**config.mk**
```make
export PLATFORM = sky130hd
export DESIGN_NAME = sfifo_flat
export DESIGN_NICKNAME = d
export VERILOG_FILES = /design/src/rtl/sfifo_if.sv /design/src/rtl/sfifo.sv /design/src/flat_wrapper.sv
export SDC_FILE = /design/constraint.sdc
export NUM_CORES = 2
export LEC_CHECK = 0
export BUFFER_PORTS_ARGS = -buffer_cell sky130_fd_sc_hd__clkbuf_2
export CORE_MARGIN = 10
export CORE_UTILIZATION = 25
export DETAILED_ROUTE_END_ITERATION = 16
export SLEW_MARGIN = 20
export SYNTH_ARGS = -nofsm -noshare
export SYNTH_HDL_FRONTEND = slang
export SYNTH_SLANG_ARGS = --single-unit
```
**constraint.sdc**
```tcl
create_clock -name clk -period 9.6 [get_ports clk]
set_input_delay 1.44 -clock clk [delete_from_list [all_inputs] [get_ports clk]]
set_output_delay 1.44 -clock clk [all_outputs]
set_load 0.02 [all_outputs]
```
**src/rtl/sfifo_if.sv**
```systemverilog
// Handshake bundle between an sfifo and its user.
// With SFIFO_PEAK_EN defined the bundle also carries peak_clr / peak_count.
interface sfifo_if #(
    parameter int C_DATA_WIDTH = 72,
    parameter int C_ADDR_WIDTH = 4
);
    logic [C_DATA_WIDTH-1:0] wdata;
    logic                    wren;
    logic                    wfull;
    logic                    walmost_full;
    logic                    wrerr;
    logic [C_DATA_WIDTH-1:0] rdata;
    logic                    rden;
    logic                    rempty;
    logic                    ralmost_empty;
    logic                    rderr;
    logic [C_ADDR_WIDTH:0]   count;
`ifdef SFIFO_PEAK_EN
    logic                    peak_clr;
    logic [C_ADDR_WIDTH:0]   peak_count;

    modport master (
        output wdata, wren, rden, peak_clr,
        input  wfull, walmost_full, wrerr, rdata, rempty, ralmost_empty, rderr, count, peak_count
    );
    modport slave (
        input  wdata, wren, rden, peak_clr,
        output wfull, walmost_full, wrerr, rdata, rempty, ralmost_empty, rderr, count, peak_count
    );
`else
    modport master (
        output wdata, wren, rden,
        input  wfull, walmost_full, wrerr, rdata, rempty, ralmost_empty, rderr, count
    );
    modport slave (
        input  wdata, wren, rden,
        output wfull, walmost_full, wrerr, rdata, rempty, ralmost_empty, rderr, count
    );
`endif
endinterface

```
**src/rtl/sfifo.sv**
```systemverilog
// Single-clock FIFO with optional first-word-fall-through, almost flags, occupancy and error pulses.
// Optional high-water mark (peak_clr / peak_count) is built only when SFIFO_PEAK_EN is defined.
module sfifo #(
    parameter int C_DATA_WIDTH          = 72,
    parameter int C_ADDR_WIDTH          = 4,
    parameter int C_FWFT                = 1,
    parameter int C_ALMOST_FULL_OFFSET  = 4,
    parameter int C_ALMOST_EMPTY_OFFSET = 4
) (
    input  logic    clk,
    input  logic    rst,
    sfifo_if.slave  bus
);
    localparam int DEPTH = 2 ** C_ADDR_WIDTH;
    localparam logic [C_ADDR_WIDTH:0] ZERO_LVL = {(C_ADDR_WIDTH+1){1'b0}};
    localparam logic [C_ADDR_WIDTH:0] FULL_LVL = (C_ADDR_WIDTH+1)'(DEPTH);
    localparam logic [C_ADDR_WIDTH:0] AF_LVL   = (C_ADDR_WIDTH+1)'(DEPTH - C_ALMOST_FULL_OFFSET);
    localparam logic [C_ADDR_WIDTH:0] AE_LVL   = (C_ADDR_WIDTH+1)'(C_ALMOST_EMPTY_OFFSET);
    localparam logic                  AF_RST   = (C_ALMOST_FULL_OFFSET >= DEPTH);

    logic [C_DATA_WIDTH-1:0] mem_q [DEPTH];
    logic [C_ADDR_WIDTH-1:0] wptr_q, wptr_d, rptr_q, rptr_d;
    logic [C_ADDR_WIDTH:0]   count_q, count_d;
    logic                    wfull_q, wfull_d, walmost_full_q, walmost_full_d;
    logic                    rempty_q, rempty_d, ralmost_empty_q, ralmost_empty_d;
    logic                    wrerr_q, wrerr_d, rderr_q, rderr_d;
    logic [C_DATA_WIDTH-1:0] rdata_q, rdata_d;
    logic                    wr_acc, rd_acc;

    // Next-state pointers, occupancy, flags, error pulses and read data.
    always_comb begin
        wr_acc = bus.wren & ~wfull_q;
        rd_acc = bus.rden & ~rempty_q;

        if (wr_acc) wptr_d = wptr_q + 1'b1;
        else        wptr_d = wptr_q;
        if (rd_acc) rptr_d = rptr_q + 1'b1;
        else        rptr_d = rptr_q;

        case ({wr_acc, rd_acc})
            2'b10:   count_d = count_q + 1'b1;
            2'b01:   count_d = count_q - 1'b1;
            default: count_d = count_q;
        endcase

        wfull_d         = (count_d == FULL_LVL);
        walmost_full_d  = (count_d >= AF_LVL);
        rempty_d        = (count_d == ZERO_LVL);
        ralmost_empty_d = (count_d <= AE_LVL);
        wrerr_d         = bus.wren & wfull_q;
        rderr_d         = bus.rden & rempty_q;

        // FWFT preloads the next head; a write landing on that slot is bypassed.
        if (C_FWFT != 0) begin
            if (count_d == ZERO_LVL)                rdata_d = rdata_q;
            else if (wr_acc && (wptr_q == rptr_d))  rdata_d = bus.wdata;
            else                                    rdata_d = mem_q[rptr_d];
        end else begin
            if (rd_acc) rdata_d = mem_q[rptr_q];
            else        rdata_d = rdata_q;
        end
    end

    // Storage array; contents are not reset.
    always_ff @(posedge clk) begin
        if (wr_acc) mem_q[wptr_q] <= bus.wdata;
    end

    // Control and output registers.
    always_ff @(posedge clk or posedge rst) begin
        if (rst) begin
            wptr_q          <= {C_ADDR_WIDTH{1'b0}};
            rptr_q          <= {C_ADDR_WIDTH{1'b0}};
            count_q         <= ZERO_LVL;
            wfull_q         <= 1'b0;
            walmost_full_q  <= AF_RST;
            rempty_q        <= 1'b1;
            ralmost_empty_q <= 1'b1;
            wrerr_q         <= 1'b0;
            rderr_q         <= 1'b0;
            rdata_q         <= {C_DATA_WIDTH{1'b0}};
        end else begin
            wptr_q          <= wptr_d;
            rptr_q          <= rptr_d;
            count_q         <= count_d;
            wfull_q         <= wfull_d;
            walmost_full_q  <= walmost_full_d;
            rempty_q        <= rempty_d;
            ralmost_empty_q <= ralmost_empty_d;
            wrerr_q         <= wrerr_d;
            rderr_q         <= rderr_d;
            rdata_q         <= rdata_d;
        end
    end

    assign bus.wfull         = wfull_q;
    assign bus.walmost_full  = walmost_full_q;
    assign bus.wrerr         = wrerr_q;
    assign bus.rdata         = rdata_q;
    assign bus.rempty        = rempty_q;
    assign bus.ralmost_empty = ralmost_empty_q;
    assign bus.rderr         = rderr_q;
    assign bus.count         = count_q;

`ifdef SFIFO_PEAK_EN
    logic [C_ADDR_WIDTH:0] peak_q, peak_d;

    // High-water mark of the registered count; clear reloads the present count.
    always_comb begin
        if (bus.peak_clr)          peak_d = count_q;
        else if (count_q > peak_q) peak_d = count_q;
        else                       peak_d = peak_q;
    end

    // Peak register.
    always_ff @(posedge clk or posedge rst) begin
        if (rst) peak_q <= ZERO_LVL;
        else     peak_q <= peak_d;
    end

    assign bus.peak_count = peak_q;
`endif
endmodule

```
**src/flat_wrapper.sv**
```systemverilog
// flat-port wrapper written by rule: the top's interface ports become plain ports
module sfifo_flat 
#(
    parameter int C_DATA_WIDTH          = 72,
    parameter int C_ADDR_WIDTH          = 4,
    parameter int C_FWFT                = 1,
    parameter int C_ALMOST_FULL_OFFSET  = 4,
    parameter int C_ALMOST_EMPTY_OFFSET = 4
)
  (clk, rst, bus_wdata, bus_wren, bus_rden, bus_wfull, bus_walmost_full, bus_wrerr, bus_rdata, bus_rempty, bus_ralmost_empty, bus_rderr, bus_count);
  sfifo_if #(.C_DATA_WIDTH(C_DATA_WIDTH), .C_ADDR_WIDTH(C_ADDR_WIDTH)) bus_i ();
  input  logic clk;
  input  logic rst;
  input wire logic [$bits(bus_i.wdata)-1:0] bus_wdata;
  input wire logic [$bits(bus_i.wren)-1:0] bus_wren;
  input wire logic [$bits(bus_i.rden)-1:0] bus_rden;
  output wire logic [$bits(bus_i.wfull)-1:0] bus_wfull;
  output wire logic [$bits(bus_i.walmost_full)-1:0] bus_walmost_full;
  output wire logic [$bits(bus_i.wrerr)-1:0] bus_wrerr;
  output wire logic [$bits(bus_i.rdata)-1:0] bus_rdata;
  output wire logic [$bits(bus_i.rempty)-1:0] bus_rempty;
  output wire logic [$bits(bus_i.ralmost_empty)-1:0] bus_ralmost_empty;
  output wire logic [$bits(bus_i.rderr)-1:0] bus_rderr;
  output wire logic [$bits(bus_i.count)-1:0] bus_count;
  assign bus_i.wdata = bus_wdata;
  assign bus_i.wren = bus_wren;
  assign bus_i.rden = bus_rden;
  assign bus_wfull = bus_i.wfull;
  assign bus_walmost_full = bus_i.walmost_full;
  assign bus_wrerr = bus_i.wrerr;
  assign bus_rdata = bus_i.rdata;
  assign bus_rempty = bus_i.rempty;
  assign bus_ralmost_empty = bus_i.ralmost_empty;
  assign bus_rderr = bus_i.rderr;
  assign bus_count = bus_i.count;
  sfifo #(.C_DATA_WIDTH(C_DATA_WIDTH), .C_ADDR_WIDTH(C_ADDR_WIDTH), .C_FWFT(C_FWFT), .C_ALMOST_FULL_OFFSET(C_ALMOST_FULL_OFFSET), .C_ALMOST_EMPTY_OFFSET(C_ALMOST_EMPTY_OFFSET)) u_core (.clk(clk), .rst(rst), .bus(bus_i));
endmodule
```
# Yosys cells after proc, flatten, opt, wreduce, memory -nomap -nowiden

Memory sizes are Yosys's and may differ from the RTL's. A register that Yosys moved wholly into a read port is not among the register bits.
Index checks and enable logic that the tools add are counted.

Memories kept: 1
Bits of input ports: 76
RAM bits: 1152
Flip-flop bits (word level): 19

Memories:

| memory       | depth | bits a word | rd ports | clocked after memory_dff | wr ports | RTL line    | RTL |
|---|---|---|---|---|---|---|---|
| u_core.mem_q | 16    | 72          | 1        | 1                        | 1        | sfifo.sv:21 | `logic [C_DATA_WIDTH-1:0] mem_q [DEPTH];` |

Eq/ne operators: 3
Bitwise operators: 6
Magnitude comparators: 2
Muxes and demuxes: 4
Add/sub/neg operators: 4
Reductions and logical operators: 2

Operators with widths:

| kind                                                               | number |
|---|---|
| one-hot mux 5 bit (2 select lines)                                 | 1 |
| adder 4 x 1 -> 4 bit (second input constant)                       | 2 |
| adder 5 x 1 -> 5 bit (second input constant)                       | 1 |
| == test 5 bit (second input constant)                              | 1 |
| greater-or-equal comparator 5 x 4 -> 1 bit (second input constant) | 1 |
| <= comparator 5 x 3 -> 1 bit (second input constant)               | 1 |
| logical NOT 5 bit                                                  | 1 |
| subtractor 5 x 1 -> 5 bit (second input constant)                  | 1 |
| bitwise AND 1 bit                                                  | 4 |
| 2-to-1 mux 4 bit                                                   | 1 |
| == test 2 x 1 -> 1 bit (second input constant)                     | 1 |
| == test 2 bit (second input constant)                              | 1 |
| 2-to-1 mux 1 bit                                                   | 2 |
| inverter 1 bit                                                     | 2 |
| logical NOT 1 bit                                                  | 1 |

# Depth between registers and ports, before layout

Depth in word-level cells: 6
Gate-level depth with buffers: 16
Mapped depth without buffers: 13

# Least setup slack after synthesis

Ideal clock, no wire load.

Path type: input to register
From: in bus_wren
To: mem u_core.mem_q[10][0] (enable)
Path slack: 5.228 ns
Data arrival time: 3.934 ns
Cell stages on the path: 5
Buffers on the path: 1
Data required time: 9.162 ns
Path through: nor2b_1 clkbuf_1 inv_1 nor3b_1 and2_1

Cells in the longest elaborated chain, start to end: 3

Ends and longest elaborated chain:

| what                                   | RTL line           | RTL |
|---|---|---|
| start, declared                        | flat_wrapper.sv:15 | `input wire logic [$bits(bus_i.wren)-1:0] bus_wren;` |
| bitwise AND 1 bit                      | sfifo.sv:32        | `wr_acc = bus.wren & ~wfull_q;` |
| 2-to-1 mux 1 bit                       | sfifo.sv:66        | `if (wr_acc) mem_q[wptr_q] <= bus.wdata;` |
| 2-to-1 mux 1 bit (implied by the code) | sfifo.sv:66        |  |
| end, declared                          | sfifo.sv:21        |  |

No other way between the ends.

# Final worst setup path

From: in bus_wren
To: reg u_core.rdata_q[9] (netlist: u_core.bus.rdata[9]) (read register of u_core.mem_q)

Cells in the longest elaborated chain, start to end: 5
Elaborated cells between the ends (all ways): 6
Those cells by class: eq/ne: 2; mux: 1; bitwise: 1; reduce/logical: 2

Ends and longest elaborated chain:

| what                                                           | RTL line    | RTL |
|---|---|---|
| bitwise AND 1 bit (*)                                          | sfifo.sv:32 |  |
| == test 2 x 1 -> 1 bit / == test 2 bit (equally long branches) | sfifo.sv:40 | `case ({wr_acc, rd_acc})` |
| one-hot mux 5 bit (2 select lines) (*)                         | sfifo.sv:40 |  |
| logical NOT 5 bit (*)                                          | sfifo.sv:55 | `if (count_d == ZERO_LVL) rdata_d = rdata_q;` |
| logical NOT 1 bit (no line) (*)                                | --          |  |
| end, declared                                                  | sfifo.sv:27 | `logic [C_DATA_WIDTH-1:0] rdata_q, rdata_d;` |

Every way passes the cells marked *; elsewhere a longest branch is shown, timed or not.
A chain may end at the register's enable or synchronous reset.

==> impl_metrics.toml <==
[power]
p_per_area_mw_per_mm2 = 337
p_comb_frac = 0.406
p_leak_nw = 19.7
switchingPower_mw = 7.94
p_sw_frac = 0.393
p_total_mw = 20.2
p_clk_frac = 0.242
p_seq_frac = 0.352
max-vdd-ir-drop_mv = 0.461
p_int_mw = 12.3

[routing]
remaining_drc_errors = 0
drt_iter0_markers = 3913
ant_nets = 0
wl_mm = 165
vias_per_cell = 5.22
routedWlPerCell_um = 26.2
drtPass1Iterations = 5
vias = 33000

[grt]
grt_max_degree = 145
grt_pass1_vias = 33000
antenna_found_initial = 38
grt_use_total = 0.137
grt_pass1_wl_mm = 235
grt_overflow = 0

[synth]
synth_cells = 3361
yosys.cell_count.top_type = "edfxtp_1"
synthArstFlopShare = 0.0732
synth_seq_cells = 1243
ys.flop_type = "edfxtp_1"
synth_top_area_share = 0.661
ys_top_cells_by_area = "edfxtp_1, mux2i_1, a22oi_1, dfrtp_1, a221oi_1"
synthesis.nets = 3445
yosysUniqueCellTypes = 50
synthesis.area_mm2 = 0.0523
ys_warn_count = 0
yosys.area.top_type = "edfxtp_1"
synth_seq_area_share = 0.704
synth_common_cells = "edfxtp_1, mux2i_1, a22oi_1"
postSynthAreaPerCell_um2 = 15.6
synth_edf_count = 1152

[sta]
max_freq_ghz = 0.180
period_share = 0.577
setup_violations = 0
setup_tns_ns = 0
min_period_ns = 5.54
slew_headroom = 0.259
rsz0062_at_grt = "no"
maxSlewViolCount = 0
final-hold-violation-count = 0
worst_slew_pin_slew_ns = 1.11
skew_ns = 0.0406

[worst_setup_path]
arrival_ns = 6.20
crit_required_ns = 10.26
path_max_fanout = 48
cp-start-kind = "primary input"
crit_chain = "clkbuf_2, nor2b_1, inv_1, ha_1, xor2_1, ha_1, o21ai_0, a221oi_1, o221ai_1, xor2_1, nand3_4, inv_4, buf_4, nand2_1, o21ai_1"
ff2ff_path_depth = 10
r2r_slack_ns = 4.22
cp_slowest_cell = "buf_4"
cpPeakStageDelay_ns = 0.83
r2r_end = "u_core.bus.rdata[67]"
worstSetupPathType = "in2reg"
worstReg2RegStart = "u_core.rptr_q[1]"
crit_path_end_kind = "flop"

[status]
status = "complete, no violations"

[min_path]
hp-class = "reg2reg"
hold_path_end = "u_core.bus.rdata[28]"
min_from = "u_core.bus.rdata[28]"
hold_path_depth = 2

[final_layout]
drive_gt1_frac = 0.124
area_delta_synth_final_pct = 14.7
utilization = 0.289
layout.nets = 3498
final_area_mm2 = 0.0601

[cts]
htree_levels = 3
cts_buffer_depth = 3
cts-resized-gates = 0
postCtsSetupBuffers = 0
clock_latency_ns = 0.75
cts_root_buf = "clkbuf_16"
cts_tree = "done"
cts_buffers = 114
cts_sinks = 1243
cts_hold_buf = 0
clk_pin_slew_ns = 0.07

[floorplan]
die_h_um = 478
initial_core_util = 0.252
rows = 167
coreArea_mm2 = 0.208
die_w_um = 478
boundaryPins = 159
fp.dieArea_mm2 = 0.228

[placement]
placed_area_mm2 = 0.0560
gp_congestion = 0.719
port_buffers = 158
place_hpwl_mm = 81.1

[job]
max-cap-violations = 0
[critical path: cells and delay by family]
kind | cells | cell delay (ns)
compound gates | 4 | 0.69
simple gates | 3 | 1.13
xor+xnor | 2 | 0.53
buf+inv | 4 | 1.81
fa+ha+maj | 2 | 0.57
[stage by stage]
| step | std cells | setup WS [ns] | hold slack [ns] |
|---|---|---|---|
| detailed placement | 6086 | 3.31 | 0.480 |
| global placement | 6086 | 3.55 | 0.489 |
| finish | 6308 | 4.06 | 0.493 |
| global route | 6308 | 3.66 | 0.525 |
| CTS | 6302 | 4.10 | 0.496 |
| floorplan | 3361 | 5.23 | 0.528 |
[registers in the layout, indices dropped and copies added, names as in the netlist]
name / cells
u_core.bus.wrerr: 1
u_core.bus.walmost_full: 1
u_core.mem_q: 1152
u_core.bus.rdata: 72
u_core.rptr_q: 4
u_core.bus.rderr: 1
u_core.bus.wfull: 1
u_core.bus.count: 5
u_core.bus.ralmost_empty: 1
u_core.bus.rempty: 1
u_core.wptr_q: 4
[layer usage]
| layer | track usage | share of wire | vias to the layer above |
|---|---|---|---|
| met4 | 0.0440 | 0.028 | 32 |
| met3 | 0.0324 | 0.091 | 336 |
| met1 | 0.185 | 0.42 | 17100 |
| met5 | 0 | 0.0011 | - |
| met2 | 0.216 | 0.46 | 1605 |
| li1 | - | - | 13800 |
[cell type report]
class / instances / area (um^2)
Timing Repair Buffer: 208 / 1250
Multi-Input combinational cell: 1835 / 14300
Clock inverter: 67 / 856
Clock buffer: 149 / 3180
Fill cell: 20600 / 148000
Tap cell: 2788 / 3490
Inverter: 12 / 60.1
Sequential cell: 1243 / 36900
Antenna cell: 6 / 15.0
[power groups by stage]
| stage | registers [mW] | clock network, mW | logic, mW |
|---|---|---|---|
| 6_report | 7.12 | 4.89 | 8.20 |
| 3_5_place_dp | 7.23 | 0 | 8.18 |
| 5_1_grt | 7.18 | 5.18 | 8.75 |
| 2_1_floorplan | 7.24 | 0 | 5.40 |
| 4_1_cts | 7.12 | 4.94 | 8.18 |
| 3_3_place_gp | 7.21 | 0 | 8.04 |
[layout by cell type, fill, tap and decap left out, drive strengths merged, types with 2 or more instances in the layout]
cell      count
diode         6
nand3b        2
xor2          4
nor2          7
bufinv       17
mux2i       578
clkbuf      307
nand2b        3
nor3b         2
edfxtp     1152
buf          50
a21oi       149
dfrtp        89
and2         21
a221oi      143
clkinv       44
nand3         6
xnor2         8
a22oi       429
nor2b         4
o31ai         3
o21ai       148
and3          4
dfstp         2
o22ai         6
ha            8
nor3         73
inv          16
a211oi      144
nand2        81
clkinvlp      2
[cell families (layout without fill, tap and decap cells)]
group                      Yosys count  count (layout)  synth area share
and+or+nand+nor                    208             208            0.0192
DFF                               1243            1243             0.704
adders and majority gates            8               8           0.00191
other                                0               6                 0
buffers and inverters              283             436            0.0244
xor gates and xnor gates            12              12           0.00215
muxes                              579             579             0.111
AOI/OAI and AO/OA                 1028            1028             0.137
[how the worst max path moves through the flow]
stage             start              endpoint  slack, ns  cells past startpoint
3_5_place_dp   bus_wren  u_core.bus.rdata[30]       3.31                     15
3_3_place_gp   bus_wren  u_core.bus.rdata[30]       3.55                     15
5_1_grt        bus_wren  u_core.bus.rdata[58]       3.66                     15
2_1_floorplan  bus_wren   u_core.mem_q[10][0]       5.23                      5
6_report       bus_wren   u_core.bus.rdata[9]       4.06                     15
4_1_cts        bus_wren  u_core.bus.rdata[30]       4.10                     15
(Power assumes the default switching activity.)
